--- src/rtl/simple_st0_bias_ctrl_if.sv ---
// Load / bias-stream / memory bus bundle for simple_st0_bias_ctrl.
// slave is the controller side, master is the load source, sink and memory side.
interface simple_st0_bias_ctrl_if #(
  parameter int WIDTH  = 32,
  parameter int ADDR_W = 2
);
  logic              load_valid;
  logic [WIDTH-1:0]  load_data;
  logic              load_ready;
  logic              start;
  logic              bias_valid;
  logic [WIDTH-1:0]  bias_data;
  logic              bias_ready;
  logic              busy;
  logic [ADDR_W-1:0] mem_addr;
  logic              mem_wr_en;
  logic [WIDTH-1:0]  mem_wr_data;
  logic              mem_rd_en;
  logic [WIDTH-1:0]  mem_rd_data;

  modport slave (
    input  load_valid, load_data, start, bias_ready, mem_rd_data,
    output load_ready, bias_valid, bias_data, busy,
           mem_addr, mem_wr_en, mem_wr_data, mem_rd_en
  );

  modport master (
    output load_valid, load_data, start, bias_ready, mem_rd_data,
    input  load_ready, bias_valid, bias_data, busy,
           mem_addr, mem_wr_en, mem_wr_data, mem_rd_en
  );
endinterface

--- src/rtl/simple_st0_bias_ctrl.sv ---
// Bias controller: loads DEPTH words into an external memory, then streams them out.
// Optional SIMPLE_ST0_BIAS_CTRL_REPEAT_EN adds repeat_on (the "repeat" input) to loop the stream.
module simple_st0_bias_ctrl #(
  parameter int WIDTH  = 32,
  parameter int DEPTH  = 4,
  parameter int ADDR_W = 2
) (
  input  logic clk,
  input  logic reset,
`ifdef SIMPLE_ST0_BIAS_CTRL_REPEAT_EN
  input  logic repeat_on,
`endif
  simple_st0_bias_ctrl_if.slave bus
);

  typedef enum logic [2:0] {IDLE, LOAD, RD_REQ, RD_WAIT, OUT} state_t;

  localparam logic [ADDR_W-1:0] LAST = ADDR_W'(DEPTH - 1);

  state_t            state;
  logic [ADDR_W-1:0] ptr;
  logic [WIDTH-1:0]  bias_q;
  logic              valid_q;
  logic              busy_q;
  logic              rd_en_q;
  logic              again;
  logic              load_hs;

`ifdef SIMPLE_ST0_BIAS_CTRL_REPEAT_EN
  assign again = repeat_on;
`else
  assign again = 1'b0;
`endif

  assign bus.load_ready  = (state == IDLE && !bus.start) || state == LOAD;
  // Write strobe is gated by reset so an offered word is never written while reset holds.
  assign load_hs         = bus.load_valid && bus.load_ready && !reset;
  assign bus.mem_wr_en   = load_hs;
  assign bus.mem_wr_data = bus.load_data;
  assign bus.mem_addr    = ptr;
  assign bus.mem_rd_en   = rd_en_q;
  assign bus.bias_valid  = valid_q;
  assign bus.bias_data   = bias_q;
  assign bus.busy        = busy_q;

  always_ff @(posedge clk or posedge reset) begin
    if (reset) begin
      state   <= IDLE;
      ptr     <= '0;
      bias_q  <= '0;
      valid_q <= 1'b0;
      busy_q  <= 1'b0;
      rd_en_q <= 1'b0;
    end else begin
      case (state)
        IDLE: begin
          if (bus.start) begin
            ptr     <= '0;
            state   <= RD_REQ;
            rd_en_q <= 1'b1;
            busy_q  <= 1'b1;
          end else if (load_hs) begin
            ptr    <= ptr + ADDR_W'(1);
            state  <= LOAD;
            busy_q <= 1'b1;
          end
        end
        LOAD: begin
          if (load_hs) begin
            if (ptr == LAST) begin
              ptr    <= '0;
              state  <= IDLE;
              busy_q <= 1'b0;
            end else begin
              ptr <= ptr + ADDR_W'(1);
            end
          end
        end
        RD_REQ: begin
          rd_en_q <= 1'b0;
          state   <= RD_WAIT;
        end
        RD_WAIT: begin
          bias_q  <= bus.mem_rd_data;
          valid_q <= 1'b1;
          state   <= OUT;
        end
        OUT: begin
          if (bus.bias_ready) begin
            valid_q <= 1'b0;
            if (ptr == LAST) begin
              ptr <= '0;
              if (again) begin
                state   <= RD_REQ;
                rd_en_q <= 1'b1;
              end else begin
                state  <= IDLE;
                busy_q <= 1'b0;
              end
            end else begin
              ptr     <= ptr + ADDR_W'(1);
              state   <= RD_REQ;
              rd_en_q <= 1'b1;
            end
          end
        end
        default: begin
          state   <= IDLE;
          valid_q <= 1'b0;
          busy_q  <= 1'b0;
          rd_en_q <= 1'b0;
        end
      endcase
    end
  end

endmodule

--- src/flat_wrapper.sv ---
// flat-port wrapper written by rule: the top's interface ports become plain ports
module simple_st0_bias_ctrl_flat 
#(
  parameter int WIDTH  = 32,
  parameter int DEPTH  = 4,
  parameter int ADDR_W = 2
)
  (clk, reset, bus_load_valid, bus_load_data, bus_start, bus_bias_ready, bus_mem_rd_data, bus_load_ready, bus_bias_valid, bus_bias_data, bus_busy, bus_mem_addr, bus_mem_wr_en, bus_mem_wr_data, bus_mem_rd_en);
  simple_st0_bias_ctrl_if #(.WIDTH(WIDTH), .ADDR_W(ADDR_W)) bus_i ();
  input  logic clk;
  input  logic reset;
  input wire logic [$bits(bus_i.load_valid)-1:0] bus_load_valid;
  input wire logic [$bits(bus_i.load_data)-1:0] bus_load_data;
  input wire logic [$bits(bus_i.start)-1:0] bus_start;
  input wire logic [$bits(bus_i.bias_ready)-1:0] bus_bias_ready;
  input wire logic [$bits(bus_i.mem_rd_data)-1:0] bus_mem_rd_data;
  output wire logic [$bits(bus_i.load_ready)-1:0] bus_load_ready;
  output wire logic [$bits(bus_i.bias_valid)-1:0] bus_bias_valid;
  output wire logic [$bits(bus_i.bias_data)-1:0] bus_bias_data;
  output wire logic [$bits(bus_i.busy)-1:0] bus_busy;
  output wire logic [$bits(bus_i.mem_addr)-1:0] bus_mem_addr;
  output wire logic [$bits(bus_i.mem_wr_en)-1:0] bus_mem_wr_en;
  output wire logic [$bits(bus_i.mem_wr_data)-1:0] bus_mem_wr_data;
  output wire logic [$bits(bus_i.mem_rd_en)-1:0] bus_mem_rd_en;
  assign bus_i.load_valid = bus_load_valid;
  assign bus_i.load_data = bus_load_data;
  assign bus_i.start = bus_start;
  assign bus_i.bias_ready = bus_bias_ready;
  assign bus_i.mem_rd_data = bus_mem_rd_data;
  assign bus_load_ready = bus_i.load_ready;
  assign bus_bias_valid = bus_i.bias_valid;
  assign bus_bias_data = bus_i.bias_data;
  assign bus_busy = bus_i.busy;
  assign bus_mem_addr = bus_i.mem_addr;
  assign bus_mem_wr_en = bus_i.mem_wr_en;
  assign bus_mem_wr_data = bus_i.mem_wr_data;
  assign bus_mem_rd_en = bus_i.mem_rd_en;
  simple_st0_bias_ctrl #(.WIDTH(WIDTH), .DEPTH(DEPTH), .ADDR_W(ADDR_W)) u_core (.clk(clk), .reset(reset), .bus(bus_i));
endmodule
--- config.mk ---
export PLATFORM = sky130hd
export DESIGN_NAME = simple_st0_bias_ctrl_flat
export DESIGN_NICKNAME = d
export VERILOG_FILES = /design/src/rtl/simple_st0_bias_ctrl_if.sv /design/src/rtl/simple_st0_bias_ctrl.sv /design/src/flat_wrapper.sv
export SDC_FILE = /design/constraint.sdc
export NUM_CORES = 1
export LEC_CHECK = 0
export CAP_MARGIN = 20
export CORE_UTILIZATION = 36
export CTS_BUF_LIST = sky130_fd_sc_hd__clkbuf_2
export CTS_CLUSTER_DIAMETER = 60
export DETAILED_ROUTE_END_ITERATION = 6
export MAX_ROUTING_LAYER = met4
export PLACE_DENSITY = 0.91
export SLEW_MARGIN = 20
export SYNTH_ARGS = -nofsm -noshare
export SYNTH_HDL_FRONTEND = slang
export SYNTH_SLANG_ARGS = --single-unit
export TNS_END_PERCENT = 30
--- constraint.sdc ---
create_clock -name clk -period 2 [get_ports clk]
set_clock_uncertainty 0.05 [all_clocks]
set_input_delay 0.6 -clock clk [delete_from_list [all_inputs] [get_ports clk]]
set_output_delay 0.6 -clock clk [all_outputs]
set_load 0.005 [all_outputs]
**Word level (Yosys, flattened, before mapping)**

Index checks and enable logic that the tools add are counted.

- $add $sub $neg: 1
- Reduce and logical (&&, ||, !) cells: 16
- Mux-type cells: 25
- Bitwise operators: 3
- Eq/ne operators: 11

Operators with widths:

| cell | count |
|---|---|
| $reduce_and 4->1 | 4 |
| $mux 3 | 5 |
| $pmux 3 s5 | 1 |
| $mux 2 | 6 |
| $ne 2x2->1 const B | 5 |
| $mux 1 | 9 |
| $eq 3x2->1 const B | 2 |
| $pmux 1 s3 | 2 |
| $pmux 2 s3 | 1 |
| $pmux 1 s4 | 1 |
| $reduce_or 2->1 | 2 |
| $eq 3x1->1 const B | 1 |
| $eq 3x3->1 const B | 1 |
| $logic_and 1x1->1 | 3 |
| $logic_not 3->1 | 1 |
| $ne 3x3->1 const B | 1 |
| $not 1->1 | 3 |
| $reduce_bool 3->1 | 1 |
| $reduce_or 3->1 | 1 |
| $add 2x1->2 const B | 1 |
| $eq 2x2->1 const B | 1 |
| $logic_not 1->1 | 2 |
| $reduce_and 2->1 | 1 |
| $logic_or 1x1->1 | 1 |

- Flip-flop bits (word level): 40
- Word-level logic and storage cells: 62

**Logic depth before layout (Yosys ltp)**

Gate-level depths: netlist (run 1).

- Depth in word-level cells: 8
- Depth in mapped cells: 5

**Worst setup path after synthesis (run 1)**

OpenSTA, ideal clock, no wires.

- Kind: input-to-output
- Start point: input bus_start
- End point: output bus_mem_wr_en
- Cell stages on the path: 3
- Path buffers: 1
- Arrival time: 1.216 ns
- Setup slack: 0.134 ns
- Path through: clkbuf_1 -> a211oi_1 -> and2_1

- Cells in the longest elaborated chain, start to end: 5

Ends and longest elaborated chain:

| element | RTL line | source |
|---|---|---|
| start, declared | flat_wrapper.sv:14 | `input wire logic [$bits(bus_i.start)-1:0] bus_start;` |
| $logic_not 1->1 | simple_st0_bias_ctrl.sv:35 | `assign bus.load_ready = (state == IDLE && !bus.start) \|\| state == LOAD;` |
| $logic_and 1x1->1 | simple_st0_bias_ctrl.sv:35 |  |
| $logic_or 1x1->1 | simple_st0_bias_ctrl.sv:35 |  |
| named net bus_load_ready | flat_wrapper.sv:17 | `output wire logic [$bits(bus_i.load_ready)-1:0] bus_load_ready;` |
| $logic_and 1x1->1 (2 in series) | simple_st0_bias_ctrl.sv:37 | `assign load_hs = bus.load_valid && bus.load_ready && !reset;` |
| end, declared | flat_wrapper.sv:22 | `output wire logic [$bits(bus_i.mem_wr_en)-1:0] bus_mem_wr_en;` |

The timed path passes the listed nets, and every way through them passes these cells.

**Worst setup path in the final report (run 1)**

- Start point: input bus_start
- End point: output bus_mem_wr_en

- Cells in the longest elaborated chain, start to end: 5

Ends and longest elaborated chain:

| element | RTL line |
|---|---|
| $logic_not 1->1 | simple_st0_bias_ctrl.sv:35 |
| $logic_and 1x1->1 | simple_st0_bias_ctrl.sv:35 |
| $logic_or 1x1->1 | simple_st0_bias_ctrl.sv:35 |
| $logic_and 1x1->1 (2 in series) | simple_st0_bias_ctrl.sv:37 |

Every way passes these cells.

==> report_table.html, run 1 <==
<table>
<tr><th>Metric</th><th>Value</th></tr>
<tr><th colspan="2">Pwr</th></tr>
<tr><td>Power density over the cells</td><td>1360 nW/µm²</td></tr>
<tr><td>Max IR drop VDD</td><td>0.603 mV</td></tr>
<tr><td>Leak pwr</td><td>1.38 nW</td></tr>
<tr><td>Total design power</td><td>0.00365 W</td></tr>
<tr><th colspan="2">Die</th></tr>
<tr><td>Initial core utilization</td><td>37.6%</td></tr>
<tr><td>Core area</td><td>5170 µm²</td></tr>
<tr><td>Die area</td><td>5710 µm²</td></tr>
<tr><td>Chip width</td><td>75.5 µm</td></tr>
<tr><td>Count of pins on the block boundary</td><td>140</td></tr>
<tr><td># rows</td><td>26</td></tr>
<tr><td>Chip height</td><td>75.5 µm</td></tr>
<tr><th colspan="2">Global route</th></tr>
<tr><td>Pin count of the biggest net entering global routing</td><td>41</td></tr>
<tr><td>Vias in the first global route</td><td>1,264</td></tr>
<tr><td>Total track usage</td><td>14.5%</td></tr>
<tr><td>First-pass GRT wire length</td><td>5870 µm</td></tr>
<tr><td>Number of antenna violations at the first check in global routing</td><td>0</td></tr>
<tr><td>Total congestion overflow</td><td>0</td></tr>
<tr><th colspan="2">Routing</th></tr>
<tr><td>Number of vias per cell</td><td>4.64</td></tr>
<tr><td>Wire length after detailed routing</td><td>3840 µm</td></tr>
<tr><td>Final routed wire length divided by cell count</td><td>13.7 µm</td></tr>
<tr><td>Starting DRT DRC Count</td><td>50</td></tr>
<tr><td>Drc violations</td><td>0</td></tr>
<tr><td>Via count</td><td>1,303</td></tr>
<tr><td>First-pass iteration count of the detailed router</td><td>4</td></tr>
<tr><td>Antenna Nets Post-Route</td><td>0</td></tr>
<tr><th colspan="2">Critical path</th></tr>
<tr><td>Max FO, Critical Path</td><td>2</td></tr>
<tr><td>Required time of the critical path</td><td>1.35 ns</td></tr>
<tr><td>Count of buffering cells on the critical path with inverters included</td><td>2</td></tr>
<tr><td>Slowest library cell on the worst path</td><td>dlygate4sd2_1</td></tr>
<tr><td>Worst path top cell family by delay</td><td>buffers and inverters</td></tr>
<tr><td>Chain of cells forming the critical path</td><td>dlygate4sd2_1, a211oi_2, and2_1, buf_2</td></tr>
<tr><td>Launching point of the worst reg2reg path</td><td>u_core.state[2]</td></tr>
<tr><td>Data arrival time of the critical path</td><td>1.35 ns</td></tr>
<tr><td>Start-to-end type of the worst setup path</td><td>in2out</td></tr>
<tr><td>Launching element of the worst setup path</td><td>bus_start</td></tr>
<tr><td>CP endpoint kind</td><td>output port</td></tr>
<tr><td>CP Launch Type</td><td>primary input</td></tr>
<tr><td>Slowest cell delay on critical path</td><td>0.26 ns</td></tr>
<tr><th colspan="2">Timing</th></tr>
<tr><td>Shortest period the worst path allows</td><td>2.00 ns</td></tr>
<tr><td>Slew at the pin closest to its max-slew limit</td><td>0.477 ns</td></tr>
<tr><td>Setup TNS Final</td><td>0 ns</td></tr>
<tr><td>Worst slew margin relative to its limit</td><td>68.2%</td></tr>
<tr><td>Count of final hold-check violations</td><td>0</td></tr>
<tr><td>Number of max-slew violations in the final report</td><td>0</td></tr>
<tr><td>Number of setup violations in the final report</td><td>0</td></tr>
<tr><td>Peak Freq</td><td>500 MHz</td></tr>
<tr><td>RSZ-0062 raised after global routing</td><td>yes</td></tr>
<tr><td>Share of the clock period used by the worst path after layout</td><td>99.9%</td></tr>
<tr><th colspan="2">Clock network</th></tr>
<tr><td>Number of buffers added to fix hold violations after cts</td><td>0</td></tr>
<tr><td>Clk root buf</td><td>clkbuf_2</td></tr>
<tr><td>Register clock-pin slew on the reported worst setup and hold paths</td><td>0.17 ns</td></tr>
<tr><td>TritonCTS clock tree</td><td>built</td></tr>
<tr><td>Buffer levels on the longest clock path</td><td>2</td></tr>
<tr><td>Number of levels in the clock H-tree</td><td>2</td></tr>
<tr><td>Clk sinks</td><td>40</td></tr>
<tr><td>Clock buffers created by TritonCTS</td><td>5</td></tr>
<tr><td>Clock insertion delay at the later pin of the skew report</td><td>0.36 ns</td></tr>
<tr><th colspan="2">Placement</th></tr>
<tr><td>Post-detailed-placement cell area</td><td>2570 µm²</td></tr>
<tr><td>Weighted congestion at the end of routability-driven global placement</td><td>0.834</td></tr>
<tr><td>Number of placed instances, taps included</td><td>272</td></tr>
<tr><td>Number of input and output port buffers inserted</td><td>75</td></tr>
<tr><td>Final HPWL DP</td><td>2590 µm</td></tr>
<tr><th colspan="2">Yosys</th></tr>
<tr><td>Seq cells post-synth</td><td>40</td></tr>
<tr><td>Count of cell types in the netlist</td><td>30</td></tr>
<tr><td>Flip-flop cell with the highest count after synthesis</td><td>dfrtp_1</td></tr>
<tr><td>Summed instance area of the synthesized netlist</td><td>1950 µm²</td></tr>
<tr><td>Sequential element share of the synthesized area</td><td>51.4%</td></tr>
<tr><td>Mean cell area of the mapped netlist</td><td>12.2 µm²</td></tr>
<tr><td>Total nets after synthesis</td><td>229</td></tr>
<tr><td>FFs w/ async S/R, synth</td><td>100%</td></tr>
<tr><td>Number of instances in the synthesized netlist</td><td>159</td></tr>
<tr><td>Synthesis Warnings</td><td>0</td></tr>
<tr><td>Post-synth EDFFs</td><td>0</td></tr>
<tr><th colspan="2">Cells and area</th></tr>
<tr><td>Post-route cell area</td><td>2690 µm²</td></tr>
<tr><td>Final cell count without fillers</td><td>281</td></tr>
<tr><td>Layout area overhead</td><td>38.1%</td></tr>
<tr><td>Most used cells in the layout excluding fill and tap cells</td><td>clkdlybuf4s50_1 (40), dfrtp_1 (40), mux2_2 (32), dlymetal6s2s_1 (29), buf_4 (9)</td></tr>
<tr><td>Net total in the final layout</td><td>281</td></tr>
<tr><td>Ant. Diodes</td><td>0</td></tr>
<tr><td>Layout cells sized above 1</td><td>27.0%</td></tr>
<tr><th colspan="2">Worst hold path</th></tr>
<tr><td>Kind of path behind the tightest hold check</td><td>reg2reg</td></tr>
<tr><td>Worst Hold Launch</td><td>u_core.bus.busy</td></tr>
<tr><th colspan="2">Run</th></tr>
<tr><td>Number of violations of the max-capacitance limit</td><td>0</td></tr>
<tr><th colspan="2">Status</th></tr>
<tr><td>Result of the run</td><td>completed</td></tr>
</table>
-- sequential cells by signal, summed over array words and instances, names as in the netlist --
register / count
u_core.bus.mem_rd_en: 1
u_core.state: 3
u_core.bus.bias_valid: 1
u_core.bus.bias_data: 32
u_core.bus.mem_addr: 2
u_core.bus.busy: 1
-- kinds of logic after synthesis --
| group | after synthesis | synth area share (%) |
|---|---|---|
| AOI/OAI and AO/OA | 18 | 6.68 |
| DFF | 40 | 51.4 |
| adders and majority gates | 1 | 0.643 |
| xor gates and xnor gates | 1 | 0.450 |
| buffers and inverters | 44 | 15.6 |
| and+or+nand+nor | 21 | 5.66 |
| muxes | 34 | 19.5 |
-- through the flow --
| stage | hold WS, ns | util (%) | worst slack (ns) |
|---|---|---|---|
| after floorplan | 0.424 | - | 0.134 |
| after global placement | 0.428 | 49.7 | -0.564 |
| after detailed placement | 0.425 | 49.7 | -0.600 |
| after CTS | 0.468 | 50.5 | 0.00339 |
| after global routing | 0.474 | 52.0 | -0.108 |
| final | 0.457 | 52.0 | 0.00188 |
-- where the power goes --
part / leakage, nW / switching (W) / internal (W)
logic: 0.885 / 0.000688 / 0.00121
clock network: 0.0288 / 0.000244 / 0.0000837
registers: 0.470 / 0.000204 / 0.00122
total: 1.38 / 0.00114 / 0.00251
-- layer usage --
| layer | GRT usage (%) | part of all wire, % | vias up |
|---|---|---|---|
| li1 | - | - | 609 |
| met1 | 16.9 | 41 | 626 |
| met2 | 23.0 | 51 | 59 |
| met3 | 4.63 | 6.1 | 9 |
| met4 | 6.38 | 1.5 | 0 |
| met5 | - | 0 | - |
-- what timing repair did --
action / in CTS / in global routing
buffers inserted: 1 / 1
setup endpoints to repair: 3 / 32
pin swaps: 2 / 2
resized for setup: 13 / 32
-- path summary, 6_finish.rpt --
path	endpoint	slack, ns	cells after the start
setup / recovery	bus_mem_wr_en	0.002	4
min in group asynchronous	u_core.state[0]	0.52	4
setup reg to reg	u_core.bus.bias_data[4]	0.30	3
hold reg to reg	u_core.bus.busy	0.46	1
max in group asynchronous	u_core.bus.mem_addr[0]	1.17	4
hold / removal	u_core.bus.busy	0.46	1
-- synth_stat cells, types with 2 or more instances --
library cell | number | share of area (%)
nor2_1 | 8 | 1.5
inv_1 | 4 | 0.77
mux2_2 | 32 | 19
mux2i_1 | 2 | 1.0
buf_4 | 36 | 14
a22oi_1 | 2 | 0.77
o21ai_0 | 4 | 1.0
buf_2 | 3 | 0.77
nand2_1 | 6 | 1.2
a21oi_1 | 3 | 0.77
dfrtp_1 | 40 | 51
-- layout make-up --
type,count,area (µm²)
Multi-Input combinational cell,75,654
Clock buffer,6,30.0
Fill cell,448,2480
Tap cell,70,87.6
Timing Repair Buffer,85,896
Inverter,4,15.0
Clock inverter,1,5.00
Sequential cell,40,1000
(Power assumes the default switching activity.)
==> inputs of run 2 (changes only) <==
Settings changed: CORE_UTILIZATION 36 to 32, PLACE_DENSITY 0.91 to 0.86.
Clock period 2 ns to 1.65 ns, I/O delays scaled along.
==> run 2 against run 1 <==
Net effect:
- the run now ends with negative setup slack left
- worst setup slack worse by 0.20 ns
- clock-buffer cell count shrank 1
- critical path depth did not move
- routed wire length rose by 0.96%
- via count up 4.4%
- combinational power rose by 17%
==> report_table.html, run 2 (synthesized netlist as in run 1, its figures left out) <==
<table>
<tr><th>Metric</th><th>Value</th></tr>
<tr><th colspan="2">Critical path</th></tr>
<tr><td>Required time of the critical path</td><td>1.10 ns</td></tr>
<tr><td>Count of buffering cells on the critical path with inverters included</td><td>2</td></tr>
<tr><td>Start-to-end type of the worst setup path</td><td>in2out</td></tr>
<tr><td>Slowest cell delay on critical path</td><td>0.49 ns</td></tr>
<tr><td>CP Launch Type</td><td>primary input</td></tr>
<tr><td>CP endpoint kind</td><td>output port</td></tr>
<tr><td>Data arrival time of the critical path</td><td>1.30 ns</td></tr>
<tr><td>Chain of cells forming the critical path</td><td>clkdlybuf4s50_1, nor2b_2, and2_1, buf_2</td></tr>
<tr><td>Slowest library cell on the worst path</td><td>clkdlybuf4s50_1</td></tr>
<tr><td>Worst path top cell family by delay</td><td>buffers and inverters</td></tr>
<tr><td>Number of cell instances on the worst register-to-register path</td><td>4</td></tr>
<tr><td>Minimum setup slack among reg-to-reg paths</td><td>0.15 ns</td></tr>
<tr><td>Max FO, Critical Path</td><td>2</td></tr>
<tr><td>Number of cells on the critical path</td><td>4</td></tr>
<tr><th colspan="2">Placement</th></tr>
<tr><td>Final HPWL DP</td><td>2840 µm</td></tr>
<tr><td>Weighted congestion at the end of routability-driven global placement</td><td>0.776</td></tr>
<tr><td>Number of input and output port buffers inserted</td><td>75</td></tr>
<tr><td>Post-detailed-placement cell area</td><td>2630 µm²</td></tr>
<tr><th colspan="2">Global route</th></tr>
<tr><td>Vias in the first global route</td><td>1,412</td></tr>
<tr><td>First-pass GRT wire length</td><td>6370 µm</td></tr>
<tr><td>Total congestion overflow</td><td>0</td></tr>
<tr><td>Pin count of the biggest net entering global routing</td><td>41</td></tr>
<tr><td>Number of antenna violations at the first check in global routing</td><td>0</td></tr>
<tr><td>Total track usage</td><td>13.3%</td></tr>
<tr><th colspan="2">Clock network</th></tr>
<tr><td>Clock insertion delay at the later pin of the skew report</td><td>0.39 ns</td></tr>
<tr><td>TritonCTS clock tree</td><td>built</td></tr>
<tr><td>Clk root buf</td><td>clkbuf_2</td></tr>
<tr><td>Register clock-pin slew on the reported worst setup and hold paths</td><td>0.21 ns</td></tr>
<tr><td>Clk sinks</td><td>40</td></tr>
<tr><td>Number of levels in the clock H-tree</td><td>2</td></tr>
<tr><td>Buffer levels on the longest clock path</td><td>2</td></tr>
<tr><td>Clock buffers created by TritonCTS</td><td>5</td></tr>
<tr><th colspan="2">Cells and area</th></tr>
<tr><td>Most used cells in the layout excluding fill and tap cells</td><td>dfrtp_1 (40), clkdlybuf4s50_1 (34), mux2_2 (32), clkbuf_2 (26), clkdlybuf4s15_1 (15)</td></tr>
<tr><td>Storage cell area</td><td>1000 µm²</td></tr>
<tr><td>Net total in the final layout</td><td>287</td></tr>
<tr><td>Combined area of the multi-input logic cells</td><td>649 µm²</td></tr>
<tr><td>Layout area overhead</td><td>33.0%</td></tr>
<tr><td>Total of fill cells in the finished design</td><td>583</td></tr>
<tr><td>Ant. Diodes</td><td>0</td></tr>
<tr><td>Leading cell type in the layout, fill and taps excluded</td><td>dfrtp_1</td></tr>
<tr><td>Post-layout util</td><td>44.0%</td></tr>
<tr><td>Number of flip-flops in the largest register</td><td>32</td></tr>
<tr><td>Post-route cell area</td><td>2590 µm²</td></tr>
<tr><td>Layout cells sized above 1</td><td>39.0%</td></tr>
<tr><th colspan="2">Worst hold path</th></tr>
<tr><td>Kind of path behind the tightest hold check</td><td>reg2reg</td></tr>
<tr><td>Number of stages on the worst hold path</td><td>1</td></tr>
<tr><th colspan="2">Die</th></tr>
<tr><td>Die area</td><td>6400 µm²</td></tr>
<tr><td>Core area</td><td>5890 µm²</td></tr>
<tr><td>Initial core utilization</td><td>33.1%</td></tr>
<tr><td># rows</td><td>28</td></tr>
<tr><td>Count of pins on the block boundary</td><td>140</td></tr>
<tr><td>Chip width</td><td>80 µm</td></tr>
<tr><td>Chip height</td><td>80 µm</td></tr>
<tr><th colspan="2">Routing</th></tr>
<tr><td>Final routed wire length divided by cell count</td><td>13.2 µm</td></tr>
<tr><td>Number of vias per cell</td><td>4.64</td></tr>
<tr><td>Met3 wirelength from detailed routing</td><td>291 µm</td></tr>
<tr><td>Met1 routed wirelength after detailed routing</td><td>1570 µm</td></tr>
<tr><td>Starting DRT DRC Count</td><td>93</td></tr>
<tr><td>Antenna Nets Post-Route</td><td>0</td></tr>
<tr><td>Detail Route met2 WL</td><td>1950 µm</td></tr>
<tr><td>Drc violations</td><td>0</td></tr>
<tr><td>Wire length after detailed routing</td><td>3870 µm</td></tr>
<tr><td>Max layer used</td><td>met4</td></tr>
<tr><td>Via count</td><td>1,360</td></tr>
<tr><td>First-pass iteration count of the detailed router</td><td>4</td></tr>
<tr><th colspan="2">Run</th></tr>
<tr><td>Number of violations of the max-capacitance limit</td><td>0</td></tr>
<tr><th colspan="2">Timing</th></tr>
<tr><td>Count of final hold-check violations</td><td>0</td></tr>
<tr><td>Slew at the pin closest to its max-slew limit</td><td>0.265 ns</td></tr>
<tr><td>Worst slew margin relative to its limit</td><td>82.0%</td></tr>
<tr><td>Peak Freq</td><td>541 MHz</td></tr>
<tr><td>Share of the clock period used by the worst path after layout</td><td>112%</td></tr>
<tr><td>Setup TNS Final</td><td>-0.279 ns</td></tr>
<tr><td>Setup slack after layout</td><td>-0.199 ns</td></tr>
<tr><td>RSZ-0062 raised after global routing</td><td>yes</td></tr>
<tr><td>Shortest period the worst path allows</td><td>1.85 ns</td></tr>
<tr><td>Number of setup violations in the final report</td><td>2</td></tr>
<tr><td>Number of max-slew violations in the final report</td><td>0</td></tr>
<tr><th colspan="2">Pwr</th></tr>
<tr><td>Power density over the cells</td><td>1700 nW/µm²</td></tr>
<tr><td>Leak pwr</td><td>1.17 nW</td></tr>
<tr><td>Total design power</td><td>0.00440 W</td></tr>
<tr><td>Max IR drop VDD</td><td>0.723 mV</td></tr>
<tr><th colspan="2">Status</th></tr>
<tr><td>Violated checks</td><td>negative setup slack</td></tr>
<tr><td>Result of the run</td><td>complete, but fails checks</td></tr>
</table>
==> run 2: cell types whose count changed in the layout (fill, tap and decap cells not counted), sizes merged <==
| cell | delta |
|---|---|
| dlygate4sd2 | -2 |
| dlymetal6s2s | -29 |
| clkbuf | +20 |
| clkdlybuf4s15 | +15 |
| clkinv | +2 |
| buf | +7 |
| clkdlybuf4s50 | -6 |
==> run 2: power breakdown <==
group | internal [W] | switching (W) | leakage, nW | total, W
Combinational | 0.00135 | 0.000878 | 0.669 | 0.00222
Sequential | 0.00148 | 0.000250 | 0.470 | 0.00173
Clock | 0.000103 | 0.000346 | 0.0327 | 0.000449
==> run 2: through the flow <==
stage	hold slack, ns	worst slack [ns]	std cells
floorplan	0.424	0.0540	159
global placement	0.423	-0.658	280
detailed placement	0.422	-0.672	280
CTS	0.461	-0.249	293
global route	0.483	-0.266	293
finish	0.462	-0.199	293
==> run 2: routing by layer <==
layer	vias up	global-route usage, %
li1	621	-
met4	0	6.07
met5	-	-
met1	668	14.6
met3	14	4.80
met2	57	21.7
==> run 2: path summary, 6_finish.rpt <==
kind,startpoint,endpoint
hold / removal,u_core.bus.busy,u_core.bus.busy
hold reg to reg,u_core.bus.busy,u_core.bus.busy
max in group asynchronous,reset,u_core.state[2]
setup / recovery,reset,bus_mem_wr_en
min in group asynchronous,reset,u_core.bus.bias_data[7]
setup reg to reg,u_core.state[2],u_core.bus.bias_data[11]
==> run 2: area by class of cell <==
| cell class | instances | area share, % |
|---|---|---|
| clock buffer | 5 | 0.967 |
| clock inverter | 3 | 0.725 |
| inverter | 4 | 0.580 |
| multi-input combinational | 75 | 25.1 |
| sequential | 40 | 38.7 |
| tap | 75 | 3.62 |
| timing repair buffer | 91 | 30.4 |
==> run 2: repair_timing <==
item | 4_1_cts | 5_1_grt
gates resized for setup | 82 | 26
pin swaps | 2 | 1
hold buffers | 0 | 0
cloned | 0 | 0
setup endpoints to repair | 39 | 28
buffers inserted | 5 | 0
==> inputs of run 3 (changes only) <==
Settings changed: SKIP_LAST_GASP set to 1.
==> run 3 against run 2 <==
Net effect:
- critical path type unchanged
- non-clock buffer count is the same
- worst setup slack stayed put
- cell area increased by 4.9%
- sequential cell count unchanged
- routed wire length rose by 1.9%
- the run still ends with negative setup slack left
- global-route usage about the same
==> report_table.html, run 3 (synthesized netlist as in run 1, its figures left out) <==
<table>
<tr><th>Metric</th><th>Value</th></tr>
<tr><th colspan="2">Status</th></tr>
<tr><td>Result of the run</td><td>complete, but fails checks</td></tr>
<tr><td>Violated checks</td><td>negative setup slack</td></tr>
<tr><th colspan="2">Die</th></tr>
<tr><td>Core area</td><td>5890 µm²</td></tr>
<tr><td>Chip height</td><td>80 µm</td></tr>
<tr><td>Count of pins on the block boundary</td><td>140</td></tr>
<tr><td># rows</td><td>28</td></tr>
<tr><td>Chip width</td><td>80 µm</td></tr>
<tr><td>Die area</td><td>6400 µm²</td></tr>
<tr><td>Initial core utilization</td><td>33.1%</td></tr>
<tr><th colspan="2">Global route</th></tr>
<tr><td>Vias in the first global route</td><td>1,406</td></tr>
<tr><td>Total track usage</td><td>13.3%</td></tr>
<tr><td>Pin count of the biggest net entering global routing</td><td>41</td></tr>
<tr><td>Number of antenna violations at the first check in global routing</td><td>0</td></tr>
<tr><td>Total congestion overflow</td><td>0</td></tr>
<tr><td>First-pass GRT wire length</td><td>6350 µm</td></tr>
<tr><th colspan="2">Timing</th></tr>
<tr><td>Shortest period the worst path allows</td><td>1.85 ns</td></tr>
<tr><td>Worst slew margin relative to its limit</td><td>82.0%</td></tr>
<tr><td>Peak Freq</td><td>541 MHz</td></tr>
<tr><td>Slew at the pin closest to its max-slew limit</td><td>0.265 ns</td></tr>
<tr><td>Share of the clock period used by the worst path after layout</td><td>112%</td></tr>
<tr><td>Count of final hold-check violations</td><td>0</td></tr>
<tr><td>Worst-case hold slack</td><td>0.462 ns</td></tr>
<tr><td>Number of setup violations in the final report</td><td>21</td></tr>
<tr><td>Number of max-slew violations in the final report</td><td>0</td></tr>
<tr><td>Setup slack after layout</td><td>-0.199 ns</td></tr>
<tr><td>RSZ-0062 raised after global routing</td><td>yes</td></tr>
<tr><th colspan="2">Cells and area</th></tr>
<tr><td>Leading cell type in the layout, fill and taps excluded</td><td>clkdlybuf4s50_1</td></tr>
<tr><td>Number of flip-flops in the largest register</td><td>32</td></tr>
<tr><td>Net total in the final layout</td><td>287</td></tr>
<tr><td>Ant. Diodes</td><td>0</td></tr>
<tr><td>Combined area of the multi-input logic cells</td><td>649 µm²</td></tr>
<tr><td>Layout area overhead</td><td>39.5%</td></tr>
<tr><td>Storage cell area</td><td>1000 µm²</td></tr>
<tr><td>Layout cells sized above 1</td><td>29.4%</td></tr>
<tr><td>Most used cells in the layout excluding fill and tap cells</td><td>clkdlybuf4s50_1 (53), dfrtp_1 (40), mux2_2 (32), buf_4 (13), dlymetal6s2s_1 (9)</td></tr>
<tr><td>Post-layout util</td><td>46.1%</td></tr>
<tr><td>Total of fill cells in the finished design</td><td>569</td></tr>
<tr><th colspan="2">Critical path</th></tr>
<tr><td>Chain of cells forming the critical path</td><td>clkdlybuf4s50_1, nor2b_2, and2_1, buf_2</td></tr>
<tr><td>CP endpoint kind</td><td>output port</td></tr>
<tr><td>Max FO, Critical Path</td><td>2</td></tr>
<tr><td>Slowest library cell on the worst path</td><td>clkdlybuf4s50_1</td></tr>
<tr><td>CP Launch Type</td><td>primary input</td></tr>
<tr><td>Launching element of the worst setup path</td><td>reset</td></tr>
<tr><td>Slowest cell delay on critical path</td><td>0.49 ns</td></tr>
<tr><td>Data arrival time of the critical path</td><td>1.30 ns</td></tr>
<tr><td>Launching point of the worst reg2reg path</td><td>u_core.state[2]</td></tr>
<tr><td>Required time of the critical path</td><td>1.10 ns</td></tr>
<tr><td>Start-to-end type of the worst setup path</td><td>in2out</td></tr>
<tr><th colspan="2">Worst hold path</th></tr>
<tr><td>Kind of path behind the tightest hold check</td><td>reg2reg</td></tr>
<tr><td>Worst Hold Launch</td><td>u_core.bus.busy</td></tr>
<tr><th colspan="2">Routing</th></tr>
<tr><td>First-pass iteration count of the detailed router</td><td>4</td></tr>
<tr><td>Wire length after detailed routing</td><td>3950 µm</td></tr>
<tr><td>Starting DRT DRC Count</td><td>103</td></tr>
<tr><td>Via count</td><td>1,359</td></tr>
<tr><td>Number of vias per cell</td><td>4.64</td></tr>
<tr><td>Drc violations</td><td>0</td></tr>
<tr><td>Final routed wire length divided by cell count</td><td>13.5 µm</td></tr>
<tr><td>Antenna Nets Post-Route</td><td>0</td></tr>
<tr><th colspan="2">Placement</th></tr>
<tr><td>Final HPWL DP</td><td>2840 µm</td></tr>
<tr><td>Number of input and output port buffers inserted</td><td>75</td></tr>
<tr><td>Weighted congestion at the end of routability-driven global placement</td><td>0.776</td></tr>
<tr><th colspan="2">Clock network</th></tr>
<tr><td>Clk root buf</td><td>clkbuf_2</td></tr>
<tr><td>Clk sinks</td><td>40</td></tr>
<tr><td>Number of levels in the clock H-tree</td><td>2</td></tr>
<tr><td>Register clock-pin slew on the reported worst setup and hold paths</td><td>0.21 ns</td></tr>
<tr><td>Clock buffers created by TritonCTS</td><td>5</td></tr>
<tr><td>Buffer levels on the longest clock path</td><td>2</td></tr>
<tr><td>TritonCTS clock tree</td><td>built</td></tr>
<tr><td>Clock insertion delay at the later pin of the skew report</td><td>0.39 ns</td></tr>
<tr><th colspan="2">Run</th></tr>
<tr><td>Number of violations of the max-capacitance limit</td><td>0</td></tr>
<tr><th colspan="2">Pwr</th></tr>
<tr><td>Total design power</td><td>0.00467 W</td></tr>
<tr><td>Leak pwr</td><td>1.25 nW</td></tr>
<tr><td>Max IR drop VDD</td><td>0.758 mV</td></tr>
<tr><td>Power density over the cells</td><td>1720 nW/µm²</td></tr>
</table>
[run 3: changes by cell type in the layout (fill, tap and decap cells not counted), sizes merged]
cell           change
dlymetal6s2s       +9
clkdlybuf4s50     +19
clkbuf            -21
clkdlybuf4s15      -8
dlygate4sd2        +1
[run 3: report_power, final]
part | total [W] | internal (W) | switching, W
combinational | 0.00249 | 0.00161 | 0.000882
sequential | 0.00173 | 0.00148 | 0.000247
clock | 0.000453 | 0.000103 | 0.000350
total | 0.00467 | 0.00319 | 0.00148
[run 3: repair_timing]
item                       in CTS  in global routing
gates resized for setup        30                  9
buffers inserted                5                  0
setup endpoints to repair      39                 35
gates cloned                    0                  0
pin swaps                       2                  1
hold buffers                    0                  0
hold endpoints to repair        0                  0
[run 3: through the flow]
stage	TNS, ns	cell area [µm²]	worst slack (ns)	instances
floorplan	0	1950	0.0540	159
global placement	-2.11	2630	-0.658	280
detailed placement	-2.33	2630	-0.672	280
CTS	-6.77	2690	-0.249	293
global route	-5.54	2720	-0.278	293
finish	-3.75	2720	-0.199	293
[run 3: worst max-delay path, delay by kind of cell]
family | cells | cell delay, ns
simple gates | 2 | 0.19
buf+inv | 2 | 0.61
[run 3: worst paths after layout]
check | depth (start not counted) | end | slack, ns
setup / recovery | 4 | bus_mem_wr_en | -0.20
setup reg to reg | 4 | u_core.bus.bias_data[11] | 0.14
max in group asynchronous | 4 | u_core.bus.mem_rd_en | 0.80
hold / removal | 1 | u_core.bus.busy | 0.46
hold reg to reg | 1 | u_core.bus.busy | 0.46
min in group asynchronous | 4 | u_core.bus.bias_data[28] | 0.54
[run 3: routing by layer]
layer | vias to the layer above | track usage, % | routed length, µm | share of wire [%]
met4 | 0 | 6.07 | 61 | 1.5
li1 | 621 | - | - | -
met2 | 57 | 21.6 | 1950 | 49
met5 | - | - | 0 | 0
met1 | 667 | 14.6 | 1620 | 41
met3 | 14 | 4.80 | 308 | 7.8
[run 3: cell type report]
class / instances / area share (%)
clock inverter: 3 / 0.691
sequential: 40 / 36.9
timing repair buffer: 91 / 33.6
multi-input combinational: 75 / 23.9
tap: 75 / 3.46
inverter: 4 / 0.553
clock buffer: 5 / 0.922
